**config.mk**
```make
export PLATFORM = sky130hd
export DESIGN_NAME = ncl_sync_bridge
export DESIGN_NICKNAME = d
export VERILOG_FILES = /design/src/rtl/ncl_sync_bridge.sv
export SDC_FILE = /design/constraint.sdc
export NUM_CORES = 1
export LEC_CHECK = 0
export BUFFER_PORTS_ARGS = -buffer_cell sky130_fd_sc_hd__buf_4
export CORE_ASPECT_RATIO = 1.1
export CORE_MARGIN = 10
export CORE_UTILIZATION = 60
export CTS_BUF_LIST = sky130_fd_sc_hd__clkbuf_4 sky130_fd_sc_hd__clkbuf_8
export CTS_CLUSTER_SIZE = 40
export DETAILED_ROUTE_END_ITERATION = 12
export GPL_ROUTABILITY_DRIVEN = 1
export GPL_TIMING_DRIVEN = 0
export PLACE_DENSITY_LB_ADDON = 0.1
export RECOVER_POWER = 100
export SYNTH_ARGS = -nofsm -noshare
export SYNTH_HDL_FRONTEND = slang
export SYNTH_SLANG_ARGS = --single-unit
```
**constraint.sdc**
```tcl
create_clock -name clk -period 5.53 [get_ports clk]
set_clock_uncertainty 0.2 [all_clocks]
set_input_delay 0.553 -clock clk [delete_from_list [all_inputs] [get_ports clk]]
set_output_delay 0.553 -clock clk [all_outputs]
set_load 0.02 [all_outputs]
```
**src/rtl/ncl_sync_bridge.sv**
```systemverilog
// Clocked bridge from W-bit dual-rail NCL logic into the synchronous domain.
// Rails are synchronised, filtered for stability, and complete DATA words are offered on valid/ready.
`timescale 1ns/1ps

module ncl_sync_bridge #(
    parameter int W             = 4,
    parameter int SYNC_STAGES   = 2,
    parameter int STABLE_CYCLES = 2,
    parameter int CNT_W         = 8
) (
    input  logic             clk,
    input  logic             rst,
    input  logic [W-1:0]     in_t,
    input  logic [W-1:0]     in_f,
    output logic             ko,
    output logic [W-1:0]     out_data,
    output logic             out_valid,
    input  logic             out_ready,
    output logic [1:0]       err,
    output logic [CNT_W-1:0] wave_cnt
);

    localparam int STAB_W = $clog2(STABLE_CYCLES + 1);
    localparam logic [STAB_W-1:0] STAB_MAX  = STAB_W'(STABLE_CYCLES);
    localparam logic [STAB_W-1:0] STAB_QUAL = STAB_W'(STABLE_CYCLES - 1);

    typedef enum logic [1:0] {
        WAIT_DATA = 2'd0,
        HOLD      = 2'd1,
        WAIT_NULL = 2'd2
    } state_t;

    logic [W-1:0]      sync_t_q [SYNC_STAGES];
    logic [W-1:0]      sync_t_d [SYNC_STAGES];
    logic [W-1:0]      sync_f_q [SYNC_STAGES];
    logic [W-1:0]      sync_f_d [SYNC_STAGES];

    logic [2*W-1:0]    prev_s_q;
    logic [2*W-1:0]    prev_s_d;
    logic [STAB_W-1:0] stab_q;
    logic [STAB_W-1:0] stab_d;

    state_t            state_q;
    state_t            state_d;
    logic              ko_q;
    logic              ko_d;
    logic              out_valid_q;
    logic              out_valid_d;
    logic [W-1:0]      out_data_q;
    logic [W-1:0]      out_data_d;
    logic [1:0]        err_q;
    logic [1:0]        err_d;
    logic [CNT_W-1:0]  wave_cnt_q;
    logic [CNT_W-1:0]  wave_cnt_d;

    logic [W-1:0]      s_t;
    logic [W-1:0]      s_f;
    logic [2*W-1:0]    s;
    logic              all_data;
    logic              all_null;
    logic              illegal;
    logic              qualified;

    always_comb begin
        for (int i = 0; i < SYNC_STAGES; i++) begin
            sync_t_d[i] = (i == 0) ? in_t : sync_t_q[(i == 0) ? 0 : i - 1];
            sync_f_d[i] = (i == 0) ? in_f : sync_f_q[(i == 0) ? 0 : i - 1];
        end
    end

    assign s_t = sync_t_q[SYNC_STAGES-1];
    assign s_f = sync_f_q[SYNC_STAGES-1];
    assign s   = {s_t, s_f};

    assign all_data = &(s_t ^ s_f);
    assign all_null = ~|(s_t | s_f);
    assign illegal  = |(s_t & s_f);

    // stab_d counts how many consecutive cycles s has matched its predecessor, so
    // a value seen for STABLE_CYCLES cycles (including this one) reads STABLE_CYCLES-1.
    always_comb begin
        prev_s_d = s;
        if (s == prev_s_q) begin
            stab_d = (stab_q == STAB_MAX) ? STAB_MAX : stab_q + 1'b1;
        end else begin
            stab_d = '0;
        end
        qualified = (stab_d >= STAB_QUAL) && !illegal;
    end

    always_comb begin
        state_d     = state_q;
        ko_d        = ko_q;
        out_valid_d = out_valid_q;
        out_data_d  = out_data_q;
        err_d       = err_q;
        wave_cnt_d  = wave_cnt_q;

        if (illegal) begin
            err_d[0] = 1'b1;
        end

        case (state_q)
            WAIT_DATA: begin
                if (qualified && all_data) begin
                    out_data_d  = s_t;
                    out_valid_d = 1'b1;
                    state_d     = HOLD;
                end
            end
            HOLD: begin
                // The producer must hold its DATA word until ko drops.
                if (s != {out_data_q, ~out_data_q}) begin
                    err_d[1] = 1'b1;
                end
                if (out_valid_q && out_ready) begin
                    out_valid_d = 1'b0;
                    ko_d        = 1'b0;
                    state_d     = WAIT_NULL;
                end
            end
            WAIT_NULL: begin
                if (qualified && all_null) begin
                    ko_d       = 1'b1;
                    wave_cnt_d = wave_cnt_q + 1'b1;
                    state_d    = WAIT_DATA;
                end
            end
            default: begin
                state_d = WAIT_DATA;
            end
        endcase
    end

    always_ff @(posedge clk) begin
        if (rst) begin
            for (int i = 0; i < SYNC_STAGES; i++) begin
                sync_t_q[i] <= '0;
                sync_f_q[i] <= '0;
            end
            prev_s_q    <= '0;
            stab_q      <= '0;
            state_q     <= WAIT_DATA;
            ko_q        <= 1'b1;
            out_valid_q <= 1'b0;
            out_data_q  <= '0;
            err_q       <= '0;
            wave_cnt_q  <= '0;
        end else begin
            for (int i = 0; i < SYNC_STAGES; i++) begin
                sync_t_q[i] <= sync_t_d[i];
                sync_f_q[i] <= sync_f_d[i];
            end
            prev_s_q    <= prev_s_d;
            stab_q      <= stab_d;
            state_q     <= state_d;
            ko_q        <= ko_d;
            out_valid_q <= out_valid_d;
            out_data_q  <= out_data_d;
            err_q       <= err_d;
            wave_cnt_q  <= wave_cnt_d;
        end
    end

    assign ko        = ko_q;
    assign out_valid = out_valid_q;
    assign out_data  = out_data_q;
    assign err       = err_q;
    assign wave_cnt  = wave_cnt_q;

endmodule

```
Word-level counts from Yosys, hierarchy flattened
Memory sizes are Yosys's and may differ from the RTL's.
Index checks and enable logic that the tools add are counted.
{"block": "word_totals", "mem_count": 2, "inputBits": 11, "ramBits": 16, "wordCells": 66, "reg_bits": 28, "output_inout_bits": 16}
{"name": "sync_f_q", "words": 2, "width": 4, "read_ports": 2, "rd_ports_with_merged_regs": 0, "wr": 2, "line_no": "35", "rtl": "logic [W-1:0] sync_f_q [SYNC_STAGES];"}
{"name": "sync_t_q", "words": 2, "width": 4, "read_ports": 2, "rd_ports_with_merged_regs": 0, "wr": 2, "line_no": "33", "rtl": "logic [W-1:0] sync_t_q [SYNC_STAGES];"}
{"block": "op_classes", "n_eq_ne": 8, "n_bitwise": 8, "reduce_logical": 18, "add_sub_neg": 2, "mux": 18, "n_lt_le_gt_ge": 1}
{"op": "4-bit two-way mux", "count": 4}
{"op": "2-bit two-way mux", "count": 5}
{"op": "3-bit AND reduction", "count": 3}
{"op": "8-bit by 1-bit adder with 8-bit output (second input constant)", "count": 1}
{"op": "8-bit equality test", "count": 1}
{"op": "8-bit != test", "count": 1}
{"op": "4-bit OR reduction", "count": 2}
{"op": "1-bit two-way mux", "count": 6}
{"op": "2-bit != test (second input constant)", "count": 3}
{"op": "2-bit case mux with 3 select lines", "count": 1}
{"op": "2-bit AND reduction", "count": 3}
{"op": "4-bit bitwise AND", "count": 1}
{"op": "2-bit equality test (second input constant)", "count": 2}
{"op": "1-bit logical AND", "count": 4}
{"op": "4-bit inverter", "count": 1}
{"op": "1-bit OR", "count": 4}
{"op": "4-bit OR", "count": 1}
{"op": "1-bit case mux with 2 select lines", "count": 2}
{"op": "4-bit AND reduction", "count": 1}
{"op": "2-bit nonzero test", "count": 2}
{"op": "4-bit XOR", "count": 1}
{"op": "2-bit by 1-bit adder with 2-bit output (second input constant)", "count": 1}
{"op": "2-bit by 1-bit equality test with 1-bit output (second input constant)", "count": 1}
{"op": "2-bit by 1-bit >= comparator with 1-bit output (second input constant)", "count": 1}
{"op": "2 further kinds", "count": 3}

Longest topological paths before layout
{"block": "depth", "word_depth": 8, "mapped_depth": 7}

Least setup slack after synthesis
OpenSTA, ideal clock, no wires.
{"block": "synth_path", "kind": "register to register", "startpoint": "memory sync_t_q[1][1], in the netlist sync_t_q[0][5]", "endpoint": "register out_data_q[0], in the netlist out_data[0]", "required_time_ns": 5.209, "path_slack_ns": 3.295, "path_stages_with_launch": 7, "setup_ns": 0.121, "arrival_ns": 1.914, "path_cell_list": "dfxtp_1 -> ha_1 -> nor4_2 -> o21ai_0 -> or4_1 -> buf_6 -> mux2_4"}
{"item": "start, declared", "line_no": "33"}
{"item": "end signal, assigned", "line_no": "159", "rtl": "out_data_q <= out_data_d;"}
{"item": "end, declared", "line_no": "49", "rtl": "logic [W-1:0] out_data_q;"}

==> key figures <==
Status
  • Status: completed

Hold path
  • Worst hold start: in_t[2]
  • Worst hold path class: primary input to flop
  • Worst hold path cell count: 2
  • Hold path endpoint: sync_t_q[0][2]

Worst setup path
  • Crit. End Element: flop
  • CP bufs+invs: 1
  • CP arrival: 2.93 ns
  • Worst setup SP type: flop
  • RR Endpoint: out_data[2]
  • Slowest CP cell: nor4_1
  • Critical Path Max Stage Delay: 0.64 ns
  • Worst reg2reg path depth: 6
  • R2R Path Start: sync_t_q[0][5]
  • Crit path max-delay family: simple AND/OR/NAND/NOR gates
  • Setup CP Type: flop to flop
  • CP Cell Sequence: ha_1 > nor4_1 > o21ai_0 > or4_1 > clkbuf_1 > mux2_1
  • Critical Path RT: between 5 and 6 ns
  • Internal reg-to-reg setup slack: 2.67 ns
  • Maximum fanout along the worst path: 6

Yosys
  • Post-synth ARST share: 0%
  • YS warnings: 0
  • Avg Inst Size Synth: 9.85 um2
  • Synthesized flop and latch total: between 40 and 50
  • Main combinational cell family by area after synthesis: simple AND/OR/NAND/NOR gates
  • Dominant cells by area after synthesis: dfxtp_1 47%, nor2b_1 9.6%, ha_1 6.6%
  • Syn_nets: 213
  • Top cell type's share of synthesized area: 46.6%
  • Syn Inst Count: 192
  • Netlist cell types: 34
  • Mux share of post-synthesis cell area: 7.87%
  • Cell taking the most area after synthesis: dfxtp_1
  • Mapped cell area: approximately 1900 um2
  • Simple-gate share of the synthesized area: 26.1%
  • Synth Flop Type: dfxtp_1
  • Number of flops mapped to enable cells by yosys: 0
  • Post-synthesis compound-gate area fraction: 4.83%
  • Register area share after synthesis: 46.6%
  • Post-Synth XOR/XNOR Area: 3.70%
  • Post-synthesis adder-cell area fraction: 6.61%

Finish
  • Layout cells sized above 1: 11.5%
  • Area grow syn2layout: 11.8%
  • Nets@finish: 246
  • ANT cells: 0

Clocking
  • TritonCTS clock tree: built
  • CTS max path bufs: 2
  • CTS clk-pin slew, worst paths: approximately 0.14 ns
  • Clk_lat worst skew: 0.37 ns
  • H-tree depth: 2
  • CTS sink cnt: 44
  • Resized Gates After CTS: 0
  • Clock root cell: clkbuf_4
  • CTS Buf Count: 5
  • Post-CTS setup buffers: 0
  • Hold-fix buffers, CTS: 0

Timing
  • Fmax: approximately 350 MHz
  • Final hold violations: 0
  • Setup TNS Final: 0 ns
  • Worst-Margin Slew: 0.717 ns
  • Pins Over Slew Limit: 0
  • Tmin final: about 2.9 ns
  • Setup violators final: 0
  • Slew HR: 51.8%
  • RSZ-0062 raised after global routing: no
  • Final period util: 51.8%

Pwr
  • PwrDens: 275 nW/um2
  • Lkg Pwr: 0.832 nW
  • Pwr Total: 582 uW
  • Worst vdd ir: 241 uV

Place
  • Placer congestion estimate: between 0.8 and 0.9
  • Port buffer count: 26
  • Post-DP HPWL: 2950 um

Floorplanning
  • Initial Utilization: 62.1%
  • Die Wd: between 70 and 80 um
  • Ports: 27
  • Std cell rows: 21
  • Die area: 5800 um2
  • Core box area: around 3000 um2
  • Die height: 78.9 um

Global routing
  • First-pass GRT wire length: 6490 um
  • Largest net degree at the start of global routing: 16
  • Number of global-route vias before repair: 1448
  • GRT Util Overall: 14.2%
  • Initial antenna violation count: 0
  • Grt ovf: 0

Routing
  • Routed wire per std cell: approximately 15 um
  • Routed Antenna Nets: 0
  • Drt pass-1 iters: 4
  • Iter 0 DRT Violations: between 100 and 150
  • Residual DRC count: 0
  • Vias: 1453
  • Vias per cell: 5.59
  • Total Routed Length: ~3900 um

Job
  • Max cap viols: 0
==> sequential cells by signal (all words and copies together), names as in the netlist <==
signal,flops
out_valid,1
state_q,2
sync_t_q,8
stab_q,2
err,2
sync_f_q,8
prev_s_q,8
wave_cnt,8
out_data,4
ko,1
==> cells in the final DEF (no fill, tap or decap), drive strengths merged, types with 8 or more instances in the layout <==
master / count
dfxtp: 44
nor2b: 29
clkbuf: 29
nor2: 19
inv: 13
mux2: 11
ha: 10
a21oi: 9
buf: 9
xnor2: 8
==> through the flow <==
step	cells	util, %	cell area (um2)	hold slack, ns	setup slack, ns
after CTS	260	72.7	2210	0.181	3.01
after detailed placement	252	69.9	2130	0.220	3.06
after global placement	252	69.9	2130	0.218	3.12
final	260	69.4	2120	0.182	2.67
after floorplan	192	-	1890	0.214	3.29
after global routing	260	69.4	2120	0.176	2.46
==> where the power goes <==
part	leakage, nW	total (mW)	switching (mW)	internal [mW]
sequential	0.359	0.330	0.00533	0.325
combinational	0.427	0.0447	0.0264	0.0183
clock	0.0454	0.207	0.111	0.0966
==> routing by layer <==
metal	up-vias	GRT usage [%]	part of all wire (%)
met3	11	4.23	5.3
met1	684	15.5	42
li1	710	-	-
met4	0	9.70	3.1
met2	48	22.8	49
met5	-	0	0
==> worst max path at each step <==
stage,from,to,cells past startpoint
2_1_floorplan,sync_t_q[0][5],out_data[0],6
3_3_place_gp,sync_f_q[0][5],out_data[0],6
3_5_place_dp,sync_f_q[0][5],wave_cnt[3],5
4_1_cts,sync_f_q[0][5],out_data[2],6
5_1_grt,sync_f_q[0][5],out_data[2],6
6_report,sync_t_q[0][5],out_data[2],6
==> synthesized netlist by cell type (4+ instances only) <==
cell type and number:
dfxtp_1 44, nor4_1 6, ha_1 10, a21oi_1 9, inv_1 13, mux2_2 7
nand2_1 5, clkbuf_1 6, nand4_1 5, nor2_1 19, mux2_4 4, xnor2_1 8
nor2b_1 29
==> cell type report <==
| type | count | area, um2 |
|---|---|---|
| repair buffers | 26 | 131 |
| multi-input cells | 128 | 901 |
| clock buffers | 5 | 37.5 |
| fillers | 265 | 932 |
| inverters | 13 | 48.8 |
| flip-flops and latches | 44 | 881 |
| clock inverters | 3 | 47.5 |
| plain buffers | 7 | 26.3 |
| well taps | 34 | 42.5 |
==> kinds of logic (layout without fill, tap and decap cells) <==
family | Yosys count | after routing
simple gates | 83 | 83
flops | 44 | 44
buf+inv | 20 | 54
compound gates | 15 | 15
mux | 12 | 12
fa+ha+maj | 10 | 10
xor+xnor | 8 | 8
No activity file was read; power rests on OpenSTA's default activity.
